$ cat config.mk
export PLATFORM = sky130hd
export DESIGN_NAME = pixel_packer
export DESIGN_NICKNAME = d
export VERILOG_FILES = /design/src/rtl/fb_pkg.sv /design/src/rtl/pix_word_fifo.sv /design/src/rtl/pixel_packer.sv
export SDC_FILE = /design/constraint.sdc
export NUM_CORES = 1
export LEC_CHECK = 0
export BUFFER_PORTS_ARGS = -buffer_cell sky130_fd_sc_hd__buf_2
export CAP_MARGIN = 40
export CELL_PAD_IN_SITES_DETAIL_PLACEMENT = 2
export CELL_PAD_IN_SITES_GLOBAL_PLACEMENT = 2
export CORE_ASPECT_RATIO = 2
export CORE_MARGIN = 2
export CORE_UTILIZATION = 41
export DETAILED_ROUTE_END_ITERATION = 7
export MAX_ROUTING_LAYER = met4
export PLACE_DENSITY = 0.86
export SLEW_MARGIN = 20
export SYNTH_ARGS = -nofsm -noshare
export SYNTH_HDL_FRONTEND = slang
export SYNTH_SLANG_ARGS = --single-unit
$ cat constraint.sdc
create_clock -name wr_clk -period 2.9 [get_ports wr_clk]
set_input_delay 0.29 -clock wr_clk [delete_from_list [all_inputs] [get_ports wr_clk]]
set_output_delay 0.29 -clock wr_clk [all_outputs]
set_load 0.02 [all_outputs]
$ cat src/rtl/fb_pkg.sv
// rtl/fb_pkg.sv - shared constants, state encodings and packing helpers for the pixel packer
package fb_pkg;

    localparam int FB_DATA_WIDTH  = 32;
    localparam int FB_PIX_WIDTH   = 24;
    localparam int FB_FRAME_WORDS = 230400;
    localparam int FB_FIFO_DEPTH  = 4;
    localparam int CNT_W          = 18;

    // Frame-buffer handshake strobes are active-low.
    localparam logic FB_ASSERT   = 1'b0;
    localparam logic FB_DEASSERT = 1'b1;

    typedef enum logic [1:0] {
        ST_WAIT_SOF = 2'd0,
        ST_ACTIVE   = 2'd1,
        ST_DRAIN    = 2'd2
    } fb_state_e;

    // Word completed by the pixel arriving in the given phase; phase 0 completes nothing.
    function automatic logic [FB_DATA_WIDTH-1:0] pack_word(
        input logic [1:0]              phase,
        input logic [FB_PIX_WIDTH-1:0] residue,
        input logic [FB_PIX_WIDTH-1:0] pix
    );
        case (phase)
            2'd1:    return {pix[7:0], residue};
            2'd2:    return {pix[15:0], residue[15:0]};
            2'd3:    return {pix, residue[7:0]};
            default: return '0;
        endcase
    endfunction

    // Bytes of the current pixel still waiting for a word after this phase.
    function automatic logic [FB_PIX_WIDTH-1:0] next_residue(
        input logic [1:0]              phase,
        input logic [FB_PIX_WIDTH-1:0] pix
    );
        case (phase)
            2'd0:    return pix;
            2'd1:    return {8'h00, pix[23:8]};
            2'd2:    return {16'h0000, pix[23:16]};
            default: return '0;
        endcase
    endfunction

endpackage

$ cat src/rtl/pix_word_fifo.sv
// rtl/pix_word_fifo.sv - synchronous word FIFO with registered head and occupancy count
module pix_word_fifo #(
    parameter int WIDTH = 32,
    parameter int DEPTH = 4
) (
    input  logic                       wr_clk,
    input  logic                       reset,
    input  logic                       flush_i,
    input  logic                       push_i,
    input  logic [WIDTH-1:0]           push_data_i,
    input  logic                       pop_i,
    output logic [WIDTH-1:0]           head_o,
    output logic [$clog2(DEPTH):0]     count_o
);

    localparam int AW = $clog2(DEPTH);
    localparam int CW = AW + 1;
    localparam logic [CW-1:0] FULL_C = CW'(DEPTH);
    localparam logic [CW-1:0] ONE_C  = CW'(1);

    logic [WIDTH-1:0] mem_q [DEPTH];
    logic [AW-1:0]    wr_ptr_q, wr_ptr_d;
    logic [AW-1:0]    rd_ptr_q, rd_ptr_d;
    logic [AW-1:0]    rd_next;
    logic [CW-1:0]    count_q, count_d;
    logic [WIDTH-1:0] head_q, head_d;
    logic             pop_ok;
    logic             push_ok;

    // A full FIFO still accepts a push when the head leaves in the same cycle.
    always_comb begin
        pop_ok  = pop_i && (count_q != '0);
        push_ok = push_i && ((count_q != FULL_C) || pop_ok);
        rd_next = rd_ptr_q + AW'(1);
    end

    // Pointer, occupancy and head-register next state; flush wins over everything.
    always_comb begin
        wr_ptr_d = wr_ptr_q;
        rd_ptr_d = rd_ptr_q;
        count_d  = count_q;
        head_d   = head_q;
        if (flush_i) begin
            wr_ptr_d = '0;
            rd_ptr_d = '0;
            count_d  = '0;
            head_d   = '0;
        end else begin
            if (push_ok) begin
                wr_ptr_d = wr_ptr_q + AW'(1);
            end
            if (pop_ok) begin
                rd_ptr_d = rd_next;
            end
            case ({push_ok, pop_ok})
                2'b10: begin
                    count_d = count_q + ONE_C;
                    if (count_q == '0) begin
                        head_d = push_data_i;
                    end
                end
                2'b01: begin
                    count_d = count_q - ONE_C;
                    head_d  = (count_q == ONE_C) ? '0 : mem_q[rd_next];
                end
                2'b11: begin
                    head_d = (count_q == ONE_C) ? push_data_i : mem_q[rd_next];
                end
                default: ;
            endcase
        end
    end

    // Storage array; contents are don't-care until written, so no reset.
    always_ff @(posedge wr_clk) begin
        if (push_ok && !flush_i) begin
            mem_q[wr_ptr_q] <= push_data_i;
        end
    end

    // Control registers.
    always_ff @(posedge wr_clk) begin
        if (reset) begin
            wr_ptr_q <= '0;
            rd_ptr_q <= '0;
            count_q  <= '0;
            head_q   <= '0;
        end else begin
            wr_ptr_q <= wr_ptr_d;
            rd_ptr_q <= rd_ptr_d;
            count_q  <= count_d;
            head_q   <= head_d;
        end
    end

    assign head_o  = head_q;
    assign count_o = count_q;

endmodule

$ cat src/rtl/pixel_packer.sv
// rtl/pixel_packer.sv - packs RGB888 pixels into 32-bit frame-buffer words
module pixel_packer
    import fb_pkg::*;
#(
    parameter int DATA_WIDTH  = FB_DATA_WIDTH,
    parameter int PIX_WIDTH   = FB_PIX_WIDTH,
    parameter int FRAME_WORDS = FB_FRAME_WORDS,
    parameter int FIFO_DEPTH  = FB_FIFO_DEPTH
) (
    input  logic                  wr_clk,
    input  logic                  reset,
    input  logic                  sof,
    input  logic                  pix_valid,
    input  logic [PIX_WIDTH-1:0]  pix_data,
    output logic                  fb_wr_en_in,
    output logic [DATA_WIDTH-1:0] fb_wr_data,
    input  logic                  fb_wr_en,
    input  logic                  fb_wr_rdy,
    output logic [CNT_W-1:0]      word_count,
    output logic                  frame_done,
    output logic                  overflow,
    output logic                  sof_err
);

    localparam int FCW = $clog2(FIFO_DEPTH) + 1;
    localparam logic [FCW-1:0]   FIFO_FULL_C = FCW'(FIFO_DEPTH);
    localparam logic [CNT_W-1:0] FW_C        = CNT_W'(FRAME_WORDS);
    localparam logic [CNT_W-1:0] CNT_ONE_C   = CNT_W'(1);

    fb_state_e             state_q, state_d;
    logic [1:0]            phase_q, phase_d;
    logic [PIX_WIDTH-1:0]  residue_q, residue_d;
    logic [CNT_W-1:0]      prod_q, prod_d;
    logic [CNT_W-1:0]      wc_q, wc_d;
    logic                  frame_done_q, frame_done_d;
    logic                  overflow_q, overflow_d;
    logic                  sof_err_q, sof_err_d;

    logic [FCW-1:0]        fifo_count;
    logic [DATA_WIDTH-1:0] fifo_head;
    logic                  fifo_empty;
    logic                  fifo_full;
    logic                  pop;
    logic                  pix_take;
    logic                  makes_word;
    logic                  push;
    logic                  pix_drop;
    logic                  pix_adv;
    logic [DATA_WIDTH-1:0] word;
    logic [CNT_W-1:0]      prod_next;

    // Handshake and pixel-acceptance decode; a pixel alongside sof is discarded.
    always_comb begin
        fifo_empty = (fifo_count == '0);
        fifo_full  = (fifo_count == FIFO_FULL_C);
        pop        = !fifo_empty && (fb_wr_en == FB_ASSERT) && fb_wr_rdy;
        pix_take   = (state_q == ST_ACTIVE) && pix_valid && !sof;
        makes_word = (phase_q != 2'd0);
        push       = pix_take && makes_word && (!fifo_full || pop);
        pix_drop   = pix_take && makes_word && fifo_full && !pop;
        pix_adv    = pix_take && !pix_drop;
        word       = pack_word(phase_q, residue_q, pix_data);
        prod_next  = prod_q + CNT_ONE_C;
    end

    // Frame FSM next state plus packing, counting and status updates.
    always_comb begin
        state_d      = state_q;
        phase_d      = phase_q;
        residue_d    = residue_q;
        prod_d       = prod_q;
        wc_d         = wc_q;
        frame_done_d = 1'b0;
        overflow_d   = overflow_q;
        sof_err_d    = sof_err_q;
        if (sof) begin
            state_d   = ST_ACTIVE;
            phase_d   = 2'd0;
            residue_d = '0;
            prod_d    = '0;
            wc_d      = '0;
            if (state_q != ST_WAIT_SOF) begin
                sof_err_d = 1'b1;
            end
        end else begin
            if (pop && (wc_q != FW_C)) begin
                wc_d = wc_q + CNT_ONE_C;
            end
            case (state_q)
                ST_WAIT_SOF: ;
                ST_ACTIVE: begin
                    if (pix_drop) begin
                        overflow_d = 1'b1;
                    end
                    if (pix_adv) begin
                        phase_d   = phase_q + 2'd1;
                        residue_d = next_residue(phase_q, pix_data);
                    end
                    if (push) begin
                        prod_d = prod_next;
                        if (prod_next == FW_C) begin
                            state_d = ST_DRAIN;
                        end
                    end
                end
                ST_DRAIN: begin
                    if ((wc_q == FW_C) && fifo_empty) begin
                        frame_done_d = 1'b1;
                        state_d      = ST_WAIT_SOF;
                    end
                end
                default: state_d = ST_WAIT_SOF;
            endcase
        end
    end

    // State and status registers.
    always_ff @(posedge wr_clk) begin
        if (reset) begin
            state_q      <= ST_WAIT_SOF;
            phase_q      <= 2'd0;
            residue_q    <= '0;
            prod_q       <= '0;
            wc_q         <= '0;
            frame_done_q <= 1'b0;
            overflow_q   <= 1'b0;
            sof_err_q    <= 1'b0;
        end else begin
            state_q      <= state_d;
            phase_q      <= phase_d;
            residue_q    <= residue_d;
            prod_q       <= prod_d;
            wc_q         <= wc_d;
            frame_done_q <= frame_done_d;
            overflow_q   <= overflow_d;
            sof_err_q    <= sof_err_d;
        end
    end

    pix_word_fifo #(
        .WIDTH (DATA_WIDTH),
        .DEPTH (FIFO_DEPTH)
    ) u_fifo (
        .wr_clk      (wr_clk),
        .reset       (reset),
        .flush_i     (sof),
        .push_i      (push),
        .push_data_i (word),
        .pop_i       (pop),
        .head_o      (fifo_head),
        .count_o     (fifo_count)
    );

    assign fb_wr_en_in = fifo_empty ? FB_DEASSERT : FB_ASSERT;
    assign fb_wr_data  = fifo_head;
    assign word_count  = wc_q;
    assign frame_done  = frame_done_q;
    assign overflow    = overflow_q;
    assign sof_err     = sof_err_q;

endmodule

# Word-level counts from Yosys, hierarchy flattened
# Memory sizes are Yosys's and may differ from the RTL's.
# Cells that the tools add are included.
# totals
reg_bits,106
mem_bits_rw,128
inputBits,30
output_inout_bits,54
elab_cells,101
memories,1
# op_classes
n_addsub,7
eq_ne,22
mux,16
n_bitwise,4
n_reduce_logical,38
# memory_table
name,words,word_bits,rd,rd_ports_with_merged_regs,wr,line_no,rtl
u_fifo.mem_q,4,32,1,0,1,pix_word_fifo.sv:21,logic [WIDTH-1:0] mem_q [DEPTH];
# op_table
op,n
one-hot mux 32 bit (3 select lines),2
two-way mux 32 bit,3
one-hot mux 24 bit (3 select lines),1
adder 18 x 1 -> 18 bit (second input constant),2
equality test 18 bit (second input constant),2
!= test 18 bit (second input constant),1
logical AND 1 bit,14
equality test 2 bit (second input constant),5
AND reduction 2 bit,4
AND reduction 4 bit,2
adder 2 x 1 -> 2 bit (second input constant),3
equality test 2 x 1 -> 1 bit (second input constant),3
two-way mux 2 bit,3
!= test 2 bit (second input constant),3
!= test 3 x 2 -> 1 bit (second input constant),2
!= test 3 bit (second input constant),2
one-hot mux 2 bit (3 select lines),1
one-hot mux 3 bit (2 select lines),1
nonzero test 2 bit,3
nonzero test 3 bit,2
logical NOT 1 bit,5
two-way mux 1 bit,5
logical NOT 2 bit,2
!= test 2 x 1 -> 1 bit (second input constant),2
10 further kinds,14

# Longest topological paths before layout
# Gate-level depths: netlist of run 1.
# logic_depth
depth_word,10
ltp_mapped,14
ltp_nobuf,10

# Modules after synthesis
# From an unflattened synthesis of run 1, not the netlist that was laid out.
# hier_totals
cells_unflattened,890
area_unflattened_um2,10432.5
# by_module_without_submodules
module,n_inst,cells_per_inst,area_per_inst_um2,seq_area_each_um2
pix_word_fifo,1,419,6623.9,4624.4
pixel_packer,1,471,3808.7,1341.3

# Least setup slack after synthesis of run 1
# No wires, ideal clock.
# synth_path
kind,reg2reg
startpoint,reg u_fifo.count_q[0] (netlist: u_fifo.count_o[0])
endpoint,"mem u_fifo.mem_q[0][0], enable pin"
setup_time_ps,392
t_arrival_ps,2182
required_ps,2508
path_slack_ps,326
path_stages_with_launch,8
n_path_buf,2
cell_sequence,dfxtp_1 -> inv_1 -> ha_1 -> a311o_1 -> buf_2 -> clkinv_1 -> buf_2 -> and2_1
# synth_via
elab_chain_cells,10
elab_cells_between_ends,16
cone_classes,eq/ne: 2; mux: 2; reduce/logical: 12
# synth_lines
element,line_no,rtl
start: declaration,pix_word_fifo.sv:25,"logic [CW-1:0] count_q, count_d;"
start signal: assignment,pix_word_fifo.sv:91,count_q <= count_d;
logical NOT 3 bit,pixel_packer.sv:54,fifo_empty = (fifo_count == '0);
logical NOT 1 bit,pixel_packer.sv:56,pop = !fifo_empty && (fb_wr_en == FB_ASSERT) && fb_wr_rdy;
logical AND 1 bit (2 in series),pixel_packer.sv:56,
logical OR 1 bit or logical AND 1 bit (tied branches),"pixel_packer.sv:59, pix_word_fifo.sv:32",
logical AND 1 bit or logical OR 1 bit (tied branches),"pixel_packer.sv:59, pix_word_fifo.sv:33",
logical AND 1 bit *,pix_word_fifo.sv:33,push_ok = push_i && ((count_q != FULL_C) || pop_ok);
via u_fifo.push_ok,pix_word_fifo.sv:28,logic push_ok;
logical AND 1 bit *,pix_word_fifo.sv:76,if (push_ok && !flush_i) begin
two-way mux 1 bit *,pix_word_fifo.sv:76,
two-way mux 1 bit (implied by the code) *,pix_word_fifo.sv:77,mem_q[wr_ptr_q] <= push_data_i;
end: declaration,pix_word_fifo.sv:21,
# Mark *: on every way through the listed nets, which the timed path passes. The rest lies on a longest branch.

# Worst setup path in the final report of run 1
# layout_path
startpoint,reg phase_q[1]
endpoint,reg u_fifo.head_q[4] (netlist: u_fifo.head_o[4])
# layout_via
elab_chain_cells,7
elab_cells_between_ends,17
cone_classes,eq/ne: 7; mux: 4; reduce/logical: 6
# layout_lines
element,line_no,rtl
start: declaration,pixel_packer.sv:31,"logic [1:0] phase_q, phase_d;"
start signal: assignment,pixel_packer.sv:130,phase_q <= phase_d;
nonzero test 2 bit,pixel_packer.sv:58,makes_word = (phase_q != 2'd0);
logical AND 1 bit (2 in series),pixel_packer.sv:59,push = pix_take && makes_word && (!fifo_full || pop);
logical AND 1 bit,pix_word_fifo.sv:33,
equality test 2 bit or equality test 2 x 1 -> 1 bit (tied branches),pix_word_fifo.sv:55,"case ({push_ok, pop_ok})"
!= test 2 bit (no line) or nonzero test 3 bit (tied branches),-,
AND reduction 2 bit (no line),-,
end signal: assignment,pix_word_fifo.sv:87,head_q <= '0;
end signal: assignment,pix_word_fifo.sv:92,head_q <= head_d;
end: declaration,pix_word_fifo.sv:26,"logic [WIDTH-1:0] head_q, head_d;"
# Parallel ways exist; a longest one is shown, timed or not. The select of a mux whose other input is x is not followed.
# A chain may end at the register's enable or synchronous reset.

==> impl_results.md, run 1 <==
- Outcome: finished, final reports clean
- Detailed Place HPWL: 21000 µm
- Synthesized instance count: 850
- Commonest non-fill, non-tap cell in the layout: edfxtp_1
- Power Internal: 5.31 mW
- Combinational share of power: 2.1%
- Reg clk slew, reported paths: 0.07 ns
- Drt wl/cell: 24.4 µm
- Worst-Margin Slew: 0.662 ns
- FP Rows: 82
- Initial antenna violation count: 0
- Clock power share: 46.2%
- Via density: 5.79
- Via count: 7378
- Netlist Area Pre-Place: 10400 µm²
- Power density over the cells: 560 nW/µm²
- Seq cells post-synth: 234
- Utilization after layout: 48.1%
- Gpl congestion: 0.833
- Final-report setup violation count: 0
- Seq pwr share: 51.7%
- Worst-path maximum fanout: 33
- Final nets: 973
- Syn_nets: 900
- Sw Pwr: 1.40 mW
- Sequential fraction of the synthesis area: 57.5%
- Final Hold Fails: 0
- Ports: 84
- Fmax: 0.369 GHz
- Sinks on Clock Net: 234
- Share of cells above drive strength 1: 23.4%
- Area Growth Syn to Fin: 15.6%
- CTS tree: yes
- Slew Limit Fails: 0
- DR pass1 iterations: 7
- DRT iter0 DRCs: 521
- Ys Warns: 0
- Total gr overflow: 0
- Setup Skew: 0.00892 ns
- Critical Path RT: 3.31 ns
- Max_cap viols: 0
- Initial Util: 41.6%
- Core ar.: 24900 µm²
- IO buf count: 83
- Sw Ratio: 20.9%
- Die W: 116 µm
- PnR Total Power: 6.71 mW
- Tcrit/Tclk final: 93.5%
- Lkg Pwr: 4.12 nW
- Maximum vdd drop: 0.378 mV
- Final TNS setup: 0 ns
- Slew headroom: 55.9%
- RSZ-0062 raised after global routing: no
- CTS root buf: clkbuf_16
- CTS Buffer Depth: 3
- Crit path capture type: flop
- Top FF cell, synth: edfxtp_1
- Crit path DAT: 3.12 ns
- Largest net degree at the start of global routing: 43
- H-tree Lvls: 1
- Synth cell types: 65
- Die area: 26700 µm²
- Post-detailed-route DRC marker count: 0
- Worst Hold Class: input pin to flop
- GRT Resource Usage Total: 24.5%
- WL final: 31100 µm
- Vias in the first global route: 8331
- Clk_lat worst skew: 0.52 ns
- Average size of a mapped cell: 12.2 µm²
- Placed cell area: 11200 µm²
- Number of enable flip-flop cells after synthesis: 128
- CTS buffer count: 22
- Post-layout min period: 2.71 ns
- Setup crit start kind: flop
- WS Path Type: flop to flop
- Async set or reset register ratio after synthesis: 0%
- Min Hold Slack: 0.0894 ns
- First-pass GRT wire length: 48000 µm
- ANT cells: 0
- Design area: 12000 µm²
- Most frequent cells in the layout: 128 x edfxtp_1, 127 x nor2_1, 105 x dfxtp_1, 83 x buf_2, 49 x a22oi_1
- ANT nets after route: 0
- Die H: 229 µm
- Fillers: 2508
stage by stage:
stage          instances  setup slack, ns
3_3_place_gp        1230            0.294
3_5_place_dp        1231            0.101
5_1_grt             1275           0.0162
2_1_floorplan        850            0.326
6_report            1275            0.190
4_1_cts             1272           0.0512
state kept, by name, indices dropped and copies added (netlist names):
| register | count |
|---|---|
| u_fifo.wr_ptr_q | 2 |
| u_fifo.mem_q | 128 |
| overflow | 1 |
| u_fifo.count_o | 3 |
| state_q | 2 |
| prod_q | 18 |
| residue_q | 24 |
| phase_q | 2 |
| word_count | 18 |
| u_fifo.rd_ptr_q | 2 |
| frame_done | 1 |
| u_fifo.head_o | 32 |
| sof_err | 1 |
Yosys cell counts (18+ instances only):
cell	n	area (µm²)
a21oi_1	32	160
a222oi_1	24	240
a22oi_1	49	368
clkbuf_1	46	173
dfxtp_1	106	2120
edfxtp_1	128	3840
ha_1	20	250
mux2_2	24	270
mux4_2	32	721
nand2_1	27	101
nor2_1	127	477
nor3_1	29	145
xnor2_1	20	175
xor2_1	18	158
layout make-up:
type                            count  area, µm²  area share [%]
Tap cell                          336        420            3.51
Timing Repair Buffer              112        739            6.17
Inverter                           19       73.8           0.616
Sequential cell                   234       5970            49.8
Multi-Input combinational cell    534       4020            33.5
Clock inverter                     17        190            1.59
Clock buffer                       23        576            4.80
critical path, cell delays in order, from the launching register on:
cell and delay, ns:
dfxtp_1 0.37, inv_1 0.14, ha_1 0.18, buf_4 0.32, or2_2 0.31, nor2_1 0.06
nor2_1 0.45, and3b_1 0.35, a221oi_1 0.13, nor3_1 0.25
power groups by stage:
stage | sequential, mW | combinational, mW | clock [mW]
detailed placement | 3.54 | 0.140 | 0
CTS | 3.47 | 0.143 | 3.17
global placement | 3.54 | 0.133 | 0
finish | 3.47 | 0.144 | 3.10
global route | 3.47 | 0.154 | 3.30
floorplan | 3.54 | 0.0633 | 0
path summary, 6_finish.rpt:
check	slack [ns]	start	cells after the start	endpoint
worst max-delay path	0.19	phase_q[1]	9	u_fifo.head_o[4]
worst min-delay path	0.09	sof	3	sof_err
worst max register to register	0.19	phase_q[1]	9	u_fifo.head_o[4]
worst min register to register	0.46	sof_err	2	sof_err
what timing repair did:
item	4_1_cts	5_1_grt
pin swaps	0	1
hold endpoints to repair	2	0
buffers inserted	0	2
endpoints found under the setup margin	1	20
resized for setup	1	1
hold buffers	1	0
logic make-up after synthesis:
logic type / Yosys count / synth area share (%)
AOI/OAI and AO/OA: 141 / 9.89
xor gates and xnor gates: 38 / 3.21
adders and majority gates: 20 / 2.41
buffers and inverters: 82 / 3.85
DFF: 234 / 57.5
muxes: 60 / 9.94
and+or+nand+nor: 275 / 13.2
layer usage:
metal / vias to the layer above / GRT usage [%] / part of all wire (%) / wire (µm)
met5: - / - / 0 / 0
met4: 0 / 11.1 / 4.6 / 1440
met3: 91 / 2.41 / 3.4 / 1050
met2: 196 / 45.7 / 57 / 17900
met1: 3778 / 25.0 / 35 / 10800
li1: 3313 / - / - / -
No activity file was read; power rests on OpenSTA's default activity.
==> inputs of run 2 (changes only) <==
Settings changed: ABC_AREA set to 1, CORE_UTILIZATION 41 to 40, PLACE_DENSITY 0.86 to 0.91.
Clock period 2.9 ns to 3.2 ns, I/O delays scaled along.
==> run 2 against run 1 <==
Core utilization is 1.6 points lower. Via count grew 28%. Sequential cell count stayed put. Clock-buffer cell count rose by 8. Synthesized cell count increased by 45%. Fmax is 5.7% lower. Global-route usage grew 4.2 points. Register-to-register slack improved by 0.14 ns. Largest cell class unchanged. Total power is 7.6% lower. Sequential power shrank 9.2%. Critical path depth is 3 higher. Clock power down 6.8%.
==> impl_results.md, run 2 <==
- Crit path DAT: 3.30 ns
- Layout Cells excl Fill: 1669
- Final TNS setup: 0 ns
- Final-report setup violation count: 0
- Max_cap viols: 0
- Post-layout min period: 2.87 ns
- CTS Buffer Depth: 3
- Lkg Pwr: 4.87 nW
- Flop2flop setup slack: 0.33 ns
- Initial Util: 40.6%
- Commonest non-fill, non-tap cell in the layout: nand2_1
- Crit path capture type: flop
- Sinks on Clock Net: 234
- Number of enable flip-flop cells after synthesis: 128
- FF+latch area: 5970 µm²
- ANT nets after route: 0
- First-pass GRT wire length: 61300 µm
- Detailed Place HPWL: 26600 µm
- Footprint of the multi-input gates: 4020 µm²
- Die area: 28600 µm²
- Hold Buf Count CTS: 0
- IO buf count: 83
- Synthesized instance count: 1229
- Critical Path RT: 3.63 ns
- Area Growth Syn to Fin: 14.5%
- Die H: 237 µm
- Die W: 121 µm
- Synth cell types: 42
- Ports: 84
- Average size of a mapped cell: 8.85 µm²
- Fillers: 3000
- Setup Skew: 0.0160 ns
- CTS tree: yes
- Via density: 5.65
- Via count: 9433
- DR pass1 iterations: 4
- Clk_lat worst skew: 0.53 ns
- CTS root buf: clkbuf_16
- Final Hold Fails: 0
- Fmax: 0.348 GHz
- Seq cells post-synth: 234
- Max FFs per register: 128
- Syn_nets: 1279
- Worst-Margin Slew: 0.873 ns
- Slew Limit Fails: 0
- Reg2reg start: phase_q[0]
- Worst r2r path cells: 12
- End of the critical path: u_fifo.head_o[13]
- Largest net degree at the start of global routing: 53
- Synth area leaders: edfxtp_1 35%, dfxtp_1 20%, nand2_1 9.8%
- Top post-synthesis cells by count: 284 x nand2_1, 158 x inv_1, 128 x edfxtp_1
- Total gr overflow: 0
- Reg clk slew, reported paths: 0.06 ns
- Worst-path maximum fanout: 24
- FP Rows: 85
- Hold Crit Start: reset
- Sequential fraction of the synthesis area: 54.9%
- Cell taking the most area after synthesis: edfxtp_1
- Outcome: finished, final reports clean
- Slew headroom: 41.2%
- FF-to-FF End: u_fifo.head_o[13]
- RSZ-0062 raised after global routing: no
- CTS buffer count: 23
- Ys Warns: 0
- Top reg by flops: u_fifo.mem_q
- Power density over the cells: 498 nW/µm²
- Netlist Area Pre-Place: 10900 µm²
- Most frequent cells in the layout: 284 x nand2_1, 157 x inv_1, 128 x edfxtp_1, 106 x dfxtp_1, 93 x a21oi_1
- Core ar.: 26800 µm²
- GRT Resource Usage Total: 28.7%
- Worst Setup SP: phase_q[0]
- WL final: 39700 µm
- Drt wl/cell: 23.8 µm
- Async set or reset register ratio after synthesis: 0%
- Final nets: 1354
- Synth top area share: 35.3%
- Share of cells above drive strength 1: 13.7%
- PnR Total Power: 6.21 mW
- Post-detailed-route DRC marker count: 0
- DRT iter0 DRCs: 592
- H-tree Lvls: 1
- Tcrit/Tclk final: 89.8%
- Top FF cell, synth: edfxtp_1
- Worst Hold Class: input pin to flop
- WS Path Type: flop to flop
- Maximum vdd drop: 0.419 mV
- Initial antenna violation count: 1
- Postcts setup bufs: 0
- Post-CTS Resized: 0
- Vias in the first global route: 10919
- Top-count cell post-synth: nand2_1
- Setup crit start kind: flop
- Gpl congestion: 0.861
- # placed instances: 1625
==> run 2: cell count changes after synthesis, sizes merged, moves of 20 or more <==
cell / change
buf: +20
inv: +150
nor2: -64
nand2: +264
o21ai: +59
a21oi: +61
o211ai: +44
clkbuf: -26
mux2: -24
nand3: +48
a222oi: -24
mux4: -32
==> run 2: cell families after synthesis <==
group,synth area share (%)
adders and majority gates,2.30
buffers and inverters,8.32
DFF,54.9
xor gates and xnor gates,0.886
and+or+nand+nor,18.0
AOI/OAI and AO/OA,15.7
==> run 2: report_power, final <==
group	internal [mW]	leakage (nW)	switching, mW
Clock	1.68	0.383	1.21
Sequential	3.14	2.15	0.00477
Combinational	0.0441	2.33	0.124
==> run 2: area by class of cell <==
cell class              instances  area share (%)
well taps                     348            3.50
diodes                          1          0.0201
inverters                     171            5.17
multi-input cells             768            32.3
flip-flops and latches        234            47.9
repair buffers                106            4.85
clock buffers                  31            5.28
clock inverters                10            1.01
==> run 2: how the worst min path moves through the flow <==
stage                    end  slack (ns)  depth (start not counted)
finish               sof_err        0.02                          2
global route         sof_err        0.02                          2
detailed placement  overflow        0.46                          2
global placement    overflow        0.44                          2
CTS                  sof_err       0.009                          2
floorplan           overflow        0.39                          1
==> run 2: stage by stage <==
stage	area (µm²)	setup slack (ns)	hold slack (ns)	utilization (%)
after floorplan	10900	0.0994	0.389	-
final	12400	0.326	0.0167	46.5
after global placement	11600	0.707	0.440	43.5
after CTS	12400	0.321	0.00871	46.4
after detailed placement	11600	0.425	0.458	43.5
after global routing	12400	0.172	0.0200	46.5
==> run 2: per-layer routing <==
metal	wire [µm]	track usage [%]
met5	0	-
met4	2150	16.0
met3	1240	3.55
met2	22600	54.6
met1	13700	27.2
==> run 2: critical path: stages, from the launching register on <==
cell	delay (ns)
dfxtp_1	0.44
inv_1	0.15
ha_1	0.29
inv_1	0.10
nand2_1	0.10
nor2_4	0.18
ha_1	0.29
nand2_1	0.15
o21ai_4	0.18
nand2_4	0.12
clkinv_2	0.36
o211ai_1	0.17
a21oi_1	0.22
==> inputs of run 3 (changes only) <==
--- a/config.mk
+++ b/config.mk
@@ -14,6 +14,7 @@
 export CORE_MARGIN = 2
-export CORE_UTILIZATION = 40
+export CORE_UTILIZATION = 34
 export DETAILED_ROUTE_END_ITERATION = 7
+export HOLD_SLACK_MARGIN = 0.02
 export MAX_ROUTING_LAYER = met4
-export PLACE_DENSITY = 0.91
+export PLACE_DENSITY = 0.8
 export SLEW_MARGIN = 20
--- a/constraint.sdc
+++ b/constraint.sdc
@@ -3,2 +3,2 @@
 set_output_delay 0.32 -clock wr_clk [all_outputs]
-set_load 0.02 [all_outputs]
+set_load 0.005 [all_outputs]
==> run 3 against run 2 <==
Hold slack improved by 0.057 ns. Clock-buffer cell count increased by 2. Clock skew increased by 0.0038 ns. Via count decreased by 1.7%. Design area increased by 0.29%. Register-to-register slack improved by 0.07 ns. Combinational power decreased by 6%. First-iteration DRC count decreased by 48%. Fmax increased by 2.4%. Routed wire length decreased by 6.8%. Highest routed layer unchanged. Global-route usage decreased by 5.7 points.
==> impl_results.md, run 3 (synthesized netlist as in run 2, its figures left out) <==
- CTS buffer count: 24
- Outcome: finished, final reports clean
- RSZ-0062 raised after global routing: no
- Gpl congestion: 0.812
- WS Path Type: flop to flop
- Post-CTS Resized: 0
- GRT Resource Usage Total: 23.0%
- Slew headroom: 42.7%
- Die H: 257 µm
- CTS Buffer Depth: 3
- Worst-path maximum fanout: 24
- WL final: 37000 µm
- Via count: 9276
- CTS tree: yes
- Largest net degree at the start of global routing: 49
- Die area: 33500 µm²
- Slew Limit Fails: 0
- Commonest non-fill, non-tap cell in the layout: nand2_1
- First-pass GRT wire length: 57900 µm
- Initial Util: 34.5%
- Clk_lat worst skew: 0.54 ns
- Post-layout min period: 2.81 ns
- Max FFs per register: 128
- Setup Skew: 0.0198 ns
- Worst Setup SP: phase_q[0]
- Drt wl/cell: 21.2 µm
- Setup crit start kind: flop
- Tcrit/Tclk final: 87.7%
- Vias in the first global route: 10425
- H-tree Lvls: 1
- Postcts setup bufs: 0
- Core ar.: 31500 µm²
- Final-report setup violation count: 0
- Share of cells above drive strength 1: 13.4%
- Sinks on Clock Net: 234
- Die W: 130 µm
- Lkg Pwr: 4.82 nW
- Maximum vdd drop: 0.362 mV
- Crit path capture type: flop
- Via density: 5.31
- Reg clk slew, reported paths: 0.06 ns
- Final nets: 1355
- Max_cap viols: 0
- DRT iter0 DRCs: 306
- FP Rows: 92
- Power density over the cells: 482 nW/µm²
- Final Hold Fails: 0
- DR pass1 iterations: 4
- IO buf count: 83
- Ports: 84
- Fmax: 0.356 GHz
- Pre-CTS setup slack: 0.405 ns
- CTS root buf: clkbuf_16
- Top reg by flops: u_fifo.mem_q
- Crit path DAT: 3.20 ns
- Hold Crit Start: pix_data[17]
- PnR worst setup slack: 0.393 ns
- Hold Buf Count CTS: 1
- Most frequent cells in the layout: 284 x nand2_1, 157 x inv_1, 128 x edfxtp_1, 106 x dfxtp_1, 93 x a21oi_1
- Utilization after layout: 39.6%
- Total gr overflow: 0
- Area Growth Syn to Fin: 14.8%
- Detailed Place HPWL: 25800 µm
- ANT nets after route: 0
- Post-detailed-route DRC marker count: 0
- Critical Path RT: 3.59 ns
- Initial antenna violation count: 2
- Reg2reg start: phase_q[0]
- Final TNS setup: 0 ns
- Worst Hold Class: input pin to flop
- Worst-Margin Slew: 0.853 ns
run 3: changes by cell type in the layout (fill, tap and decap cells not counted), sizes merged:
cell	previous run	this run
dlygate4sd3	0	1
buf	106	104
clkinv	9	10
diode	1	2
clkinvlp	1	3
clkbuf	31	34
bufinv	3	1
run 3: worst max-delay path, cell delays in order (launching register included):
cell and delay (ns):
dfxtp_1 0.39, inv_1 0.12, ha_1 0.28, inv_1 0.10
nand2_1 0.10, nor2_4 0.18, inv_2 0.06, ha_1 0.25
a21oi_1 0.16, nand2_1 0.11, nand2_4 0.12, clkinv_2 0.37
o211ai_1 0.29, a21oi_1 0.10
run 3: area by class of cell:
type	count	area, µm²
inverters	171	643
clock buffers	33	644
flip-flops and latches	234	5970
clock inverters	11	93.8
fillers	3616	19100
multi-input cells	768	4020
diodes	2	5.00
well taps	423	529
repair buffers	106	588
run 3: power by group:
group	leakage (nW)	internal, mW	total [mW]	switching, mW
Sequential	2.15	3.14	3.15	0.00429
Clock	0.348	1.50	2.71	1.21
Combinational	2.32	0.0439	0.158	0.114
run 3: final timing paths:
| path | cells after the start | slack, ns | to |
|---|---|---|---|
| setup / recovery | 13 | 0.39 | u_fifo.head_o[17] |
| setup reg to reg | 13 | 0.39 | u_fifo.head_o[17] |
| hold reg to reg | 2 | 0.45 | overflow |
| hold / removal | 3 | 0.07 | residue_q[17] |
run 3: per-stage QoR:
step | power [mW] | instance area [µm²] | std cells | hold WS, ns
CTS | 6.08 | 12500 | 1744 | 0.0602
global route | 6.19 | 12500 | 1748 | 0.0712
finish | 6.01 | 12500 | 1748 | 0.0738
floorplan | 3.29 | 10900 | 1229 | 0.389
global placement | 3.36 | 11700 | 1699 | 0.435
detailed placement | 3.37 | 11700 | 1699 | 0.453
run 3: metal layers:
metal,track usage (%),vias up,routed length (µm)
met4,8.78,0,1420
li1,-,4318,-
met5,-,-,0
met2,44.8,167,21400
met1,22.8,4722,13100
met3,2.27,69,1040
